<file path="config.mk">
export PLATFORM = sky130hd
export DESIGN_NAME = timer_irq_ctrl_flat
export DESIGN_NICKNAME = d
export VERILOG_FILES = /design/src/rtl/timer_irq_ctrl_if.sv /design/src/rtl/timer_irq_ctrl.sv /design/src/flat_wrapper.sv
export SDC_FILE = /design/constraint.sdc
export NUM_CORES = 1
export LEC_CHECK = 0
export BUFFER_PORTS_ARGS = -buffer_cell sky130_fd_sc_hd__buf_4
export CAP_MARGIN = 10
export CORE_MARGIN = 2
export CORE_UTILIZATION = 53
export CTS_CLUSTER_SIZE = 24
export DETAILED_ROUTE_END_ITERATION = 16
export GPL_TIMING_DRIVEN = 0
export PLACE_DENSITY = 0.84
export RECOVER_POWER = 50
export SETUP_SLACK_MARGIN = 0.15
export SLEW_MARGIN = 20
export SYNTH_ARGS = -nofsm -noshare
export SYNTH_HDL_FRONTEND = slang
export SYNTH_SLANG_ARGS = --single-unit
</file>
<file path="constraint.sdc">
create_clock -name clk -period 2.8 [get_ports clk]
set_input_delay 0.56 -clock clk [delete_from_list [all_inputs] [get_ports clk]]
set_output_delay 0.56 -clock clk [all_outputs]
set_load 0.05 [all_outputs]
</file>
<file path="src/rtl/timer_irq_ctrl_if.sv">
// Memory-mapped data bus between the MEM stage and the timer block.
// The master drives address, data and strobes; the slave returns
// combinational read data in the same cycle.
interface timer_irq_ctrl_if;
    logic [31:0] addr;
    logic [31:0] wdata;
    logic        MemRead;
    logic        MemWrite;
    logic [31:0] rdata;

    modport master (
        output addr,
        output wdata,
        output MemRead,
        output MemWrite,
        input  rdata
    );

    modport slave (
        input  addr,
        input  wdata,
        input  MemRead,
        input  MemWrite,
        output rdata
    );
endinterface

</file>
<file path="src/rtl/timer_irq_ctrl.sv">
// Multi-channel timer / interrupt source.
// Each channel has a reload register (TH), an up-counter (TL) and a control
// register (TCON: en, irq_en, auto, pending). All channels advance on a
// shared prescaler tick. Pending bits are cleared through the W1C STATUS
// register. Reads are combinational so the pipeline can capture them in the
// same cycle as the access.
module timer_irq_ctrl #(
    parameter int          N_CH      = 2,
    parameter int          WIDTH     = 32,
    parameter int          PRESCALE  = 1,
    parameter logic [31:0] BASE_ADDR = 32'h4000_0000
) (
    input  logic            clk,
    input  logic            rst_n,
    timer_irq_ctrl_if.slave bus,
    output logic            IRQ,
    output logic [2:0]      irq_id
);

    localparam int              PSW      = (PRESCALE > 1) ? $clog2(PRESCALE) : 1;
    localparam logic [PSW-1:0]  PS_LAST  = PSW'(PRESCALE - 1);
    localparam logic [WIDTH-1:0] ALL_ONES = '1;

    // Address decode results
    logic [31:0] off;
    logic [2:0]  ch_idx;
    logic [1:0]  reg_sel;
    logic        status_hit;
    logic        ch_valid;
    logic        wr_status;

    // Prescaler
    logic [PSW-1:0] presc_q;
    logic [PSW-1:0] presc_d;
    logic           tick;

    // Per-channel state exported for read-back and interrupt generation
    logic [N_CH-1:0][31:0] th_rd;
    logic [N_CH-1:0][31:0] tl_rd;
    logic [N_CH-1:0][31:0] tcon_rd;
    logic [N_CH-1:0]       pend_vec;
    logic [N_CH-1:0]       ie_vec;
    logic [N_CH-1:0]       active;
    logic [31:0]           rdata_c;

    // Decode the bus address into channel / register / STATUS selects
    always_comb begin
        off        = bus.addr - BASE_ADDR;
        ch_idx     = off[6:4];
        reg_sel    = off[3:2];
        status_hit = (off == 32'h0000_0100);
        // Offset 0xC inside a channel slot is a hole; misaligned never decodes
        ch_valid   = (off[31:7] == '0)
                  && ({29'd0, off[6:4]} < 32'(N_CH))
                  && (off[1:0] == 2'b00)
                  && (off[3:2] != 2'b11);
        wr_status  = bus.MemWrite && status_hit;
    end

    // Free-running prescaler; tick on its last count (always 1 when PRESCALE=1)
    always_comb begin
        tick    = (presc_q == PS_LAST);
        presc_d = tick ? '0 : presc_q + PSW'(1);
    end

    // Prescaler register
    always_ff @(posedge clk or negedge rst_n) begin
        if (!rst_n) begin
            presc_q <= '0;
        end else begin
            presc_q <= presc_d;
        end
    end

    genvar gi;
    generate
        for (gi = 0; gi < N_CH; gi++) begin : g_ch
            logic [WIDTH-1:0] th_q, th_d;
            logic [WIDTH-1:0] tl_q, tl_d;
            logic             en_q, en_d;
            logic             ie_q, ie_d;
            logic             au_q, au_d;
            logic             pend_q, pend_d;
            logic             sel;
            logic             ovf;
            logic             cnt;

            // Count/reload first, then let bus writes override the result;
            // an overflow set of pending beats a same-cycle W1C clear
            always_comb begin
                sel    = ch_valid && (ch_idx == 3'(gi));
                ovf    = (tl_q == ALL_ONES);
                cnt    = tick && en_q;
                th_d   = th_q;
                tl_d   = tl_q;
                en_d   = en_q;
                ie_d   = ie_q;
                au_d   = au_q;
                pend_d = pend_q;
                if (cnt) begin
                    if (ovf) begin
                        tl_d = th_q;
                        if (!au_q) begin
                            en_d = 1'b0;
                        end
                    end else begin
                        tl_d = tl_q + WIDTH'(1);
                    end
                end
                if (wr_status && bus.wdata[gi]) begin
                    pend_d = 1'b0;
                end
                if (cnt && ovf && ie_q) begin
                    pend_d = 1'b1;
                end
                if (bus.MemWrite && sel) begin
                    case (reg_sel)
                        2'd0: th_d = bus.wdata[WIDTH-1:0];
                        2'd1: tl_d = bus.wdata[WIDTH-1:0];
                        2'd2: begin
                            en_d = bus.wdata[0];
                            ie_d = bus.wdata[1];
                            au_d = bus.wdata[2];
                        end
                        default: ;
                    endcase
                end
            end

            // Channel registers
            always_ff @(posedge clk or negedge rst_n) begin
                if (!rst_n) begin
                    th_q   <= '0;
                    tl_q   <= '0;
                    en_q   <= 1'b0;
                    ie_q   <= 1'b0;
                    au_q   <= 1'b0;
                    pend_q <= 1'b0;
                end else begin
                    th_q   <= th_d;
                    tl_q   <= tl_d;
                    en_q   <= en_d;
                    ie_q   <= ie_d;
                    au_q   <= au_d;
                    pend_q <= pend_d;
                end
            end

            assign th_rd[gi]   = 32'(th_q);
            assign tl_rd[gi]   = 32'(tl_q);
            assign tcon_rd[gi] = {28'd0, pend_q, au_q, ie_q, en_q};
            assign pend_vec[gi] = pend_q;
            assign ie_vec[gi]   = ie_q;
        end
    endgenerate

    // Combinational read mux; anything not decoded reads as zero
    always_comb begin
        rdata_c = '0;
        if (status_hit) begin
            rdata_c[N_CH-1:0] = pend_vec;
        end else if (ch_valid) begin
            for (int c = 0; c < N_CH; c++) begin
                if (ch_idx == 3'(c)) begin
                    case (reg_sel)
                        2'd0:    rdata_c = th_rd[c];
                        2'd1:    rdata_c = tl_rd[c];
                        2'd2:    rdata_c = tcon_rd[c];
                        default: rdata_c = '0;
                    endcase
                end
            end
        end
    end

    assign bus.rdata = rdata_c;

    // Interrupt line and lowest-numbered active channel
    always_comb begin
        active = pend_vec & ie_vec;
        IRQ    = |active;
        irq_id = '0;
        for (int c = N_CH - 1; c >= 0; c--) begin
            if (active[c]) begin
                irq_id = 3'(c);
            end
        end
    end

endmodule

</file>
<file path="src/flat_wrapper.sv">
// flat-port wrapper written by rule: the top's interface ports become plain ports
module timer_irq_ctrl_flat 
#(
    parameter int          N_CH      = 2,
    parameter int          WIDTH     = 32,
    parameter int          PRESCALE  = 1,
    parameter logic [31:0] BASE_ADDR = 32'h4000_0000
)
  (clk, rst_n, IRQ, irq_id, bus_addr, bus_wdata, bus_MemRead, bus_MemWrite, bus_rdata);
  timer_irq_ctrl_if bus_i ();
  input  logic clk;
  input  logic rst_n;
  output logic IRQ;
  output logic [2:0] irq_id;
  input wire logic [$bits(bus_i.addr)-1:0] bus_addr;
  input wire logic [$bits(bus_i.wdata)-1:0] bus_wdata;
  input wire logic [$bits(bus_i.MemRead)-1:0] bus_MemRead;
  input wire logic [$bits(bus_i.MemWrite)-1:0] bus_MemWrite;
  output wire logic [$bits(bus_i.rdata)-1:0] bus_rdata;
  assign bus_i.addr = bus_addr;
  assign bus_i.wdata = bus_wdata;
  assign bus_i.MemRead = bus_MemRead;
  assign bus_i.MemWrite = bus_MemWrite;
  assign bus_rdata = bus_i.rdata;
  timer_irq_ctrl #(.N_CH(N_CH), .WIDTH(WIDTH), .PRESCALE(PRESCALE), .BASE_ADDR(BASE_ADDR)) u_core (.clk(clk), .rst_n(rst_n), .bus(bus_i), .IRQ(IRQ), .irq_id(irq_id));
endmodule
</file>
==> results.md <==
- Outcome: finished with violations
- Failing checks: negative setup slack
- Adder-cell share of the synthesized area: 0.00435
- RSZ-0062 raised after global routing: yes
- Layout area overhead: 30.9%
- GR peak layer: met2
- Worst r2r src: u_core.g_ch[0].tl_q[0]$_DFF_PN0_
- Clock-pin slew on the worst setup and hold paths: 0.06 ns
- Period utilization: 1.17
- Power consumption: 4.62 mW
- Post-synth top cells: dfrtp_1 (136), nand2_1 (103), mux2_2 (83), a21oi_1 (75), nor2_1 (56)
- Vias per cell: 7.03
- DR pass1 iterations: 8
- Final setup margin: -0.482 ns
- Detailed Route Iter0 Violations: 1603
- Syn Inst Count: about 960
- Final min period: 3.28 ns
- Area of the die: 17300 um2
- First-pass GRT wire length: 51.1 mm
- Drt wl/cell: 25.7 um
- Crit path DAT: about 2.7 ns
- Synth Area in XOR/XNOR: 0.0162
- Max Fclk: 0.305 GHz
- Met3 Use GR: 0.123
- Grt met2 use: 0.567
- Hold Path Sink: u_core.g_ch[1].tl_q[22]$_DFF_PN0_
- Final setup fails: 32
- Clk Latency, worst-skew pair: 0.43 ns
- CP Max Fanout: 8
- Hold crit path type: in2reg
- Tot GR Track Use: 0.387
- Launching element type of the critical path: input pin
- M1 GR Usage: 0.492
- Yosys top cell by area: dfrtp_1
- Hpwl dp: ~23 mm
- Fraction of registers with async set/reset: 1.00
- Worst Hold Launch: bus_wdata[22]
- Post-synthesis mux area share: 0.139
- Sum Neg Setup Slack: -11.03 ns
- Die Span X: ~130 um
- Yosys warns: 0
- Pwr Density: slightly above 400 nW/um2
- Prevailing post-synth register cell: dfrtp_1
- Row cnt: 46
- Crit path kind: in2out
- Core Region: approximately 16000 um2
- Required time worst endpoint: ~2.2 ns
- Worst slew pin tran: about 1.5 ns
- Netlist cell types: 74
- Largest net degree at the start of global routing: 82
- Final setup skew: 0.00646 ns
- Most common cell in the netlist: dfrtp_1
- Synth area leaders: dfrtp_1 (39%), mux2_2 (11%), nand2_1 (4.5%)
- Rel. slew slack: 0.0110
- Root buffer cell: clkbuf_16
- Hold Vio Cnt, Final: 0
- Vias in the first global route: 8897
- Initial Util: 0.543
- Mean area per synthesized cell: 9.01 um2
- Max cap viols: 0
- Hold Buf Count CTS: 0
- R2r worst-path depth: 9
- Antenna cells: 0
- Total number of vias: between 9k and 10k
- Post-synthesis simple-gate area fraction: 0.201
- R2R setup slack: roughly 0.1 ns
- Grt ovf: 0
- GPL Wtd Cong: 0.963
- Worst hold stages: 2
- Die Y: 132 um
- CP Capture Type: output pin
- CTS tree: yes
- Sequential fraction of the synthesis area: 0.395
- Layout Nets: 1179
- IR Drop Worst-Case VDD: 0.558 mV
- Dpl ws: -0.887 ns
- Largest family of logic cells by synthesized area: compound AO/OA/AOI/OAI gates
- CTS Sinks: around 140
- Final Instance Count excl. Fillers: 1337
- Clk buf depth: 2
- EDFF count, synth: 0
- Post-Syn Area: between 8000 and 9000 um2
- Drt drc: 0
- Antenna violations before repair: 0
- Max H-tree Level: 4
- Port Buffer Count: between 90 and 100
- CTS Buf Count: 17
- Top cell type's share of synthesized area: 0.395
- R2r endpoint: u_core.g_ch[0].tl_q[3]$_DFF_PN0_
- Compound-Gate Fraction of Synth Area: 0.203
- Detail Route Antenna Nets: 0
- Number of synthesized register bits: 136
- I/O pins: 104
- Slew Viols, Final: 0
- Lkg Pwr: 4.71 nW
- Total Wirelength: between 30 and 40 mm
- Hold Slack: approximately 0.38 ns
- Layout cells sized above 1: 0.319
- Placed instance count: 1273
==> cells in the final DEF (no fill, tap or decap), drive strengths merged, types with 4 or more instances in the layout <==
cell type,instances
xnor2,7
and4,16
nor3,19
a31oi,31
inv,11
buf,146
nor4,21
mux2,85
dfrtp,136
a21oi,78
o31ai,14
clkinv,7
mux2i,24
xor2,9
clkbuf,79
a21o,11
nor2,56
or4,8
o21a,4
a211oi,22
and3,19
a22oi,24
nand2,105
o21ai,48
nor2b,14
nand3,37
o211ai,12
nand4,27
==> worst max path at each step <==
stage,endpoint,depth (start not counted),from,slack (ns)
floorplan,bus_rdata[12],6,bus_addr[12],-0.34
global placement,bus_rdata[15],7,bus_addr[2],-0.88
detailed placement,bus_rdata[21],7,bus_addr[2],-0.89
CTS,bus_rdata[23],8,bus_addr[15],-0.37
global route,bus_rdata[17],8,bus_addr[23],-0.53
finish,bus_rdata[17],8,bus_addr[21],-0.48
==> critical path, cell delays in order <==
cell	delay, ns
buf_6	0.09
or4_4	0.53
or2_4	0.27
or3_4	0.34
buf_8	0.13
a21o_4	0.27
a211oi_4	0.32
buf_6	0.21
==> cell families (layout without fill, tap and decap cells) <==
logic type,after synthesis,count (layout)
adder cells (fa/ha/maj),3,3
AO/OA/AOI/OAI,273,273
AND/OR/NAND/NOR,336,336
buffers and inverters,83,246
flip-flops,136,136
XOR/XNOR,16,16
multiplexers,109,109
other,1,2
==> state kept, by name, indices dropped and copies added (netlist names) <==
signal and cells:
u_core.g_ch.pend_q 2, u_core.g_ch.th_q 64, u_core.g_ch.tl_q 64, u_core.g_ch.en_q 2, u_core.g_ch.ie_q 2, u_core.g_ch.au_q 2
==> power by group <==
| group | switching, mW | internal, mW | leakage [nW] |
|---|---|---|---|
| combinational | 0.190 | 0.0997 | 2.73 |
| sequential | 0.000000424 | 1.97 | 1.67 |
| clock | 0.878 | 1.49 | 0.306 |
==> through the flow <==
| step | cell area (um2) | utilization |
|---|---|---|
| after floorplan | 8970 | - |
| after global placement | 9980 | 0.628 |
| after detailed placement | 10000 | 0.631 |
| after CTS | 11100 | 0.698 |
| after global routing | 11300 | 0.711 |
| final | 11300 | 0.711 |
==> per-layer routing <==
metal | vias up | wire (um)
li1 | 3897 | -
met1 | 4460 | 12300
met2 | 852 | 14900
met3 | 187 | 4560
met4 | 0 | 2660
met5 | - | 0
==> layout make-up <==
class / instances / area [um2]
multi-input combinational: 739 / 5360
clock buffer: 23 / 488
clock inverter: 9 / 120
timing repair buffer: 131 / 1180
sequential: 136 / 3410
inverter: 12 / 45.0
tap: 216 / 270
fill: 1179 / 4600
buffer: 71 / 418
==> what timing repair did <==
item / 4_1_cts / 5_1_grt
setup buffers: 14 / 17
gates resized for setup: 80 / 41
setup endpoints to repair: 138 / 130
pin swaps: 6 / 10
gates cloned: 2 / 0
Note: power is estimated with default switching activity, not from simulation.
